`config.mk`:
```
export PLATFORM = sky130hd
export DESIGN_NAME = window_buffer_nxn
export DESIGN_NICKNAME = d
export VERILOG_FILES = /design/src/rtl/wbuf_pkg.sv /design/src/rtl/window_buffer_nxn_ctrl.sv /design/src/rtl/window_buffer_nxn.sv
export SDC_FILE = /design/constraint.sdc
export NUM_CORES = 1
export LEC_CHECK = 0
export CORE_MARGIN = 2
export CORE_UTILIZATION = 40
export DETAILED_ROUTE_END_ITERATION = 10
export PLACE_DENSITY = 0.74
export SYNTH_ARGS = -nofsm -noshare
export SYNTH_HDL_FRONTEND = slang
export SYNTH_SLANG_ARGS = --single-unit
```
`constraint.sdc`:
```
create_clock -name clk -period 8.6 [get_ports clk]
set_input_delay 1.72 -clock clk [delete_from_list [all_inputs] [get_ports clk]]
set_output_delay 1.72 -clock clk [all_outputs]
set_load 0.01 [all_outputs]
```
`src/rtl/wbuf_pkg.sv`:
```
// Shared types and elaboration helpers for the K x K sliding-window buffer.
// Optional feature macro: WINDOW_BUFFER_BORDER_ZERO_EN.
package wbuf_pkg;

   typedef enum logic [1:0] {
      IDLE = 2'd0,
      FILL = 2'd1,
      RUN  = 2'd2
   } wbuf_state_e;

   // Counter width for a dimension of n positions; never narrower than one bit.
   function automatic int unsigned cnt_w(input int unsigned n);
      return (n < 2) ? 1 : $clog2(n);
   endfunction

   function automatic int unsigned row_cnt_w(input int unsigned rows);
      return cnt_w(rows);
   endfunction

   function automatic int unsigned col_cnt_w(input int unsigned cols);
      return cnt_w(cols);
   endfunction

   function automatic bit k_legal(input int unsigned k);
      return (k >= 3) && (k <= 9) && ((k % 2) == 1);
   endfunction

endpackage

```
`src/rtl/window_buffer_nxn_ctrl.sv`:
```
// Frame controller: row/column position, FILL/RUN sequencing, valid/done/busy flags.
// WINDOW_BUFFER_BORDER_ZERO_EN exports the pixel position and marks every pixel valid.
module window_buffer_nxn_ctrl
   import wbuf_pkg::*;
#(
   parameter int unsigned K    = 5,
   parameter int unsigned COLS = 7,
   parameter int unsigned ROWS = 7
) (
   input  logic                        clk,
   input  logic                        rst,
   input  logic                        clr_i,
   input  logic                        valid_i,
`ifdef WINDOW_BUFFER_BORDER_ZERO_EN
   output logic [row_cnt_w(ROWS)-1:0]  row_o,
   output logic [col_cnt_w(COLS)-1:0]  col_o,
`endif
   output logic                        valid_o,
   output logic                        frame_done_o,
   output logic                        busy_o
);

   localparam int unsigned RW = row_cnt_w(ROWS);
   localparam int unsigned CW = col_cnt_w(COLS);

   wbuf_state_e   state;
   logic [RW-1:0] row;
   logic [CW-1:0] col;
   logic          accept;
   logic          last_col;
   logic          last_row;
   logic          win_ok;

   assign accept   = valid_i & ~clr_i;
   assign last_col = (col == CW'(COLS - 1));
   assign last_row = (row == RW'(ROWS - 1));

`ifdef WINDOW_BUFFER_BORDER_ZERO_EN
   assign win_ok = 1'b1;
   assign row_o  = row;
   assign col_o  = col;
`else
   // Only windows fully inside the image, anchored at their lower-right pixel.
   assign win_ok = (row >= RW'(K - 1)) && (col >= CW'(K - 1));
`endif

   always_ff @(posedge clk or posedge rst) begin
      if (rst) begin
         state        <= IDLE;
         row          <= '0;
         col          <= '0;
         valid_o      <= 1'b0;
         frame_done_o <= 1'b0;
         busy_o       <= 1'b0;
      end else if (clr_i) begin
         state        <= IDLE;
         row          <= '0;
         col          <= '0;
         valid_o      <= 1'b0;
         frame_done_o <= 1'b0;
         busy_o       <= 1'b0;
      end else begin
         valid_o      <= accept & win_ok;
         frame_done_o <= accept & last_col & last_row;
         if (accept) begin
            col <= last_col ? '0 : col + CW'(1);
            if (last_col) begin
               row <= last_row ? '0 : row + RW'(1);
            end
            unique case (state)
               IDLE: begin
                  state  <= FILL;
                  busy_o <= 1'b1;
               end
               FILL: begin
                  if (last_col && (row == RW'(K - 2))) begin
                     state <= RUN;
                  end
               end
               RUN: begin
                  if (last_col && last_row) begin
                     state  <= IDLE;
                     busy_o <= 1'b0;
                  end
               end
               default: begin
                  state  <= IDLE;
                  busy_o <= 1'b0;
               end
            endcase
         end
      end
   end

endmodule

```
`src/rtl/window_buffer_nxn.sv`:
```
// K x K sliding-window tap array fed one vertical column per accepted pixel.
// WINDOW_BUFFER_BORDER_ZERO_EN: emit a window per pixel with out-of-image taps zeroed.
module window_buffer_nxn
   import wbuf_pkg::*;
#(
   parameter int unsigned K    = 5,
   parameter int unsigned DW   = 8,
   parameter int unsigned COLS = 7,
   parameter int unsigned ROWS = 7
) (
   input  logic              clk,
   input  logic              rst,
   input  logic              clr_i,
   input  logic              valid_i,
   input  logic [K*DW-1:0]   col_i,
   output logic [K*K*DW-1:0] window_o,
   output logic              valid_o,
   output logic              frame_done_o,
   output logic              busy_o
);

   localparam int unsigned TW = K * K * DW;

   if (!k_legal(K)) begin : g_bad_k
      $error("window_buffer_nxn: K must be odd and within 3..9");
   end
   if ((COLS < K) || (ROWS < K)) begin : g_bad_dim
      $error("window_buffer_nxn: COLS and ROWS must be at least K");
   end

   logic          accept;
   logic [TW-1:0] tap_q;
   logic [TW-1:0] tap_d;

   assign accept = valid_i & ~clr_i;

`ifdef WINDOW_BUFFER_BORDER_ZERO_EN
   localparam int unsigned RW = row_cnt_w(ROWS);
   localparam int unsigned CW = col_cnt_w(COLS);
   logic [RW-1:0] row;
   logic [CW-1:0] col;
`endif

   window_buffer_nxn_ctrl #(
      .K    (K),
      .COLS (COLS),
      .ROWS (ROWS)
   ) u_ctrl (
      .clk          (clk),
      .rst          (rst),
      .clr_i        (clr_i),
      .valid_i      (valid_i),
`ifdef WINDOW_BUFFER_BORDER_ZERO_EN
      .row_o        (row),
      .col_o        (col),
`endif
      .valid_o      (valid_o),
      .frame_done_o (frame_done_o),
      .busy_o       (busy_o)
   );

   // Each tap row shifts left; the incoming column lands in the rightmost tap.
   always_comb begin
      tap_d = tap_q;
      for (int tr = 0; tr < int'(K); tr++) begin
         for (int tc = 0; tc < int'(K) - 1; tc++) begin
            tap_d[(tr*int'(K) + tc)*int'(DW) +: DW] = tap_q[(tr*int'(K) + tc + 1)*int'(DW) +: DW];
         end
         tap_d[(tr*int'(K) + int'(K) - 1)*int'(DW) +: DW] = col_i[tr*int'(DW) +: DW];
      end
   end

   always_ff @(posedge clk or posedge rst) begin
      if (rst) begin
         tap_q <= '0;
      end else if (clr_i) begin
         tap_q <= '0;
      end else if (accept) begin
         tap_q <= tap_d;
      end
   end

`ifdef WINDOW_BUFFER_BORDER_ZERO_EN
   logic [TW-1:0] win_d;
   logic [TW-1:0] win_q;

   // Taps mapping above or left of the image are zeroed; row/col give the incoming pixel.
   always_comb begin
      win_d = tap_d;
      for (int tr = 0; tr < int'(K); tr++) begin
         for (int tc = 0; tc < int'(K); tc++) begin
            if ((int'(row) + tr < int'(K) - 1) || (int'(col) + tc < int'(K) - 1)) begin
               win_d[(tr*int'(K) + tc)*int'(DW) +: DW] = '0;
            end
         end
      end
   end

   always_ff @(posedge clk or posedge rst) begin
      if (rst) begin
         win_q <= '0;
      end else if (clr_i) begin
         win_q <= '0;
      end else if (accept) begin
         win_q <= win_d;
      end
   end

   assign window_o = win_q;
`else
   assign window_o = tap_q;
`endif

endmodule

```
==> qor.yml <==
fin_ws_ns: 4.98
fillCellCount: 1790
crit_path_max_fanout: 108
ys_types: 23
yosysWarnings: 0
worstSetupPathType: "primary input to flop"
worstSkewPairLatency_ns: 0.50
reg2regPathDepth: 4
power_density_nw_per_um2: 183
htree_levels: 1
clock_sinks: 211
crit_arrival_ns: 4.04
hold_ws_ns: 0.520
setup_tns_ns: 0
status: "complete, no violations"
rsz0062_at_grt: "false"
timing.rr.end: "u_ctrl.row[2]"
final_cell_mix: "244 x clkdlybuf4s50_1, 211 x dfrtp_1, 201 x nor2_1"
syn_to_final_growth_pct: 37.2
rows: 53
fin_nets: 977
synth_area_leaders: "dfrtp_1 61%, mux2i_1 23%, nor2_1 8.7%"
die_w_um: 151
drt-total-wl_um: 20300
cts_resized: 0
setup_viol: 0
slew_violations: 0
relSlewSlack_pct: 30.0
dr.pass1.iters: 4
drive_gt1_share_pct: 4.12
skew_ns: 0.0144
peakVddDrop_uv: 127
cts-root-buf: "clkbuf_16"
dp_hpwl_um: 12900
grt_pass1_vias: 5885
r2r-start: "u_ctrl.row[1]"
synth_nets: 749
synth_area_sq_um: 8680
min_to: "window_o[40]"
diodes: 0
finalCriticalPeriod_ns: 3.62
vias: 5948
io_buffers: 246
pin_count: 247
cts_tree: "built"
dieHeight_um: 151
grt_overflow_total: 0
antenna_left: 0
grt_max_degree: 137
required_ns: 9.01
rrSetupSlack_ns: 7.11
timing.fmax_mhz: 276
drc: 0
synth.largest_area_cell: "dfrtp_1"
place_ws_ns: 4.55
cts_hold_buf: 0
critPathLaunchType: "primary input"
min-delay-start: "window_o[40]"
p_leak_uw: 0.00571
synth-seq-cells: 211
tightestPinTransition_ns: 1.05
die_area_sq_um: 22900
coreArea_sq_um: 21200
finalCritPeriodShare_pct: 42.1
vias_per_cell: 4.87
postCtsSetupBuffers: 0
clk_pin_slew_ns: 0.06
ys_seq_area_share_pct: 60.8
hold_viol: 0
clock_path_buffers: 3
worst_setup_path_end_kind: "flop"
start_util_pct: 41.0
maxCapViolCount: 0
hp-class: "flop to flop"
hold_depth: 2
final_common_cell: "clkdlybuf4s50_1"
avgRoutedWirePerCell_um: 16.6
synth_area_per_cell_sq_um: 12.3
syn-instance-count: 704
gp_congestion: 0.758
grt_first_pass_wirelength_um: 31800
cts_buffers: 23
dr.first_iter.drc_count: 275
antenna_found_initial: 0
grt_usage_pct: 17.2
synth_top_area_share_pct: 60.8
[report_power, final]
group          switching, uW  internal, uW
Clock                    382           575
Sequential              21.9          1020
Combinational           96.7          92.7
[metrics by stage]
step           instance area [sq um]  instances  util [%]  power, uW
6_report                       11900       1222      56.3       2180
5_1_grt                        11900       1222      56.3       2270
4_1_cts                        11900       1222      56.3       2210
3_5_place_dp                   11200       1182      52.8       1250
3_3_place_gp                   11200       1182      52.8       1250
2_1_floorplan                   8680        704         -       1170
[routing by layer]
layer / part of all wire [%] / track usage [%] / wire (um)
met4: 2.1 / 4.39 / 425
met1: 45 / 23.5 / 9140
met2: 45 / 27.1 / 9230
met3: 7.5 / 4.76 / 1530
met5: 0 / 0 / 0
[state kept, by name (all words and copies together) (netlist names)]
name                 count
u_ctrl.frame_done_o      1
window_o               200
u_ctrl.busy_o            1
u_ctrl.valid_o           1
u_ctrl.row               3
u_ctrl.col               3
u_ctrl.state             2
[cell usage after synthesis]
master     number
a211o_1         2
a21oi_1         9
a221oi_1        1
a2bb2oi_1       1
and2_1          1
buf_4           7
buf_6           5
buf_8          11
clkbuf_1       23
dfrtp_1       211
ha_1            1
inv_1           3
mux2i_1       200
nand2_1        11
nand3b_1        3
nand4b_1        2
nand4b_4        1
nor2_1        201
nor2b_1         2
nor3_1          1
nor4_1          1
o21ai_0         5
or3b_1          2
[critical path, cell delays in order]
cell and delay (ns):
buf_8 0.64, buf_12 0.58, nand4b_4 0.21, or3b_1 0.38, a21oi_1 0.16
[worst max path at each step]
stage | startpoint | end | slack (ns)
6_report | valid_i | u_ctrl.row[2] | 4.98
5_1_grt | rst | window_o[194] | 4.89
4_1_cts | valid_i | u_ctrl.row[1] | 5.10
3_5_place_dp | valid_i | u_ctrl.row[1] | 4.55
3_3_place_gp | valid_i | u_ctrl.row[1] | 4.60
2_1_floorplan | rst | u_ctrl.busy_o | 1.11
[final cells by class]
type / instances / area [sq um] / area share, %
sequential: 211 / 5280 / 44.3
multi-input combinational: 444 / 3030 / 25.4
timing repair buffer: 249 / 2500 / 21.0
clock buffer: 37 / 688 / 5.78
tap: 275 / 344 / 2.89
clock inverter: 3 / 46.3 / 0.389
inverter: 3 / 18.8 / 0.158
[logic make-up (layout without fill, tap and decap cells)]
| family | after synthesis | count (layout) | share of synthesized area (%) |
|---|---|---|---|
| buf+inv | 49 | 292 | 4.28 |
| simple gates | 225 | 225 | 10.5 |
| fa+ha+maj | 1 | 1 | 0.144 |
| mux | 200 | 200 | 23.1 |
| flops | 211 | 211 | 60.8 |
| compound gates | 18 | 18 | 1.21 |
(Power assumes the default switching activity.)
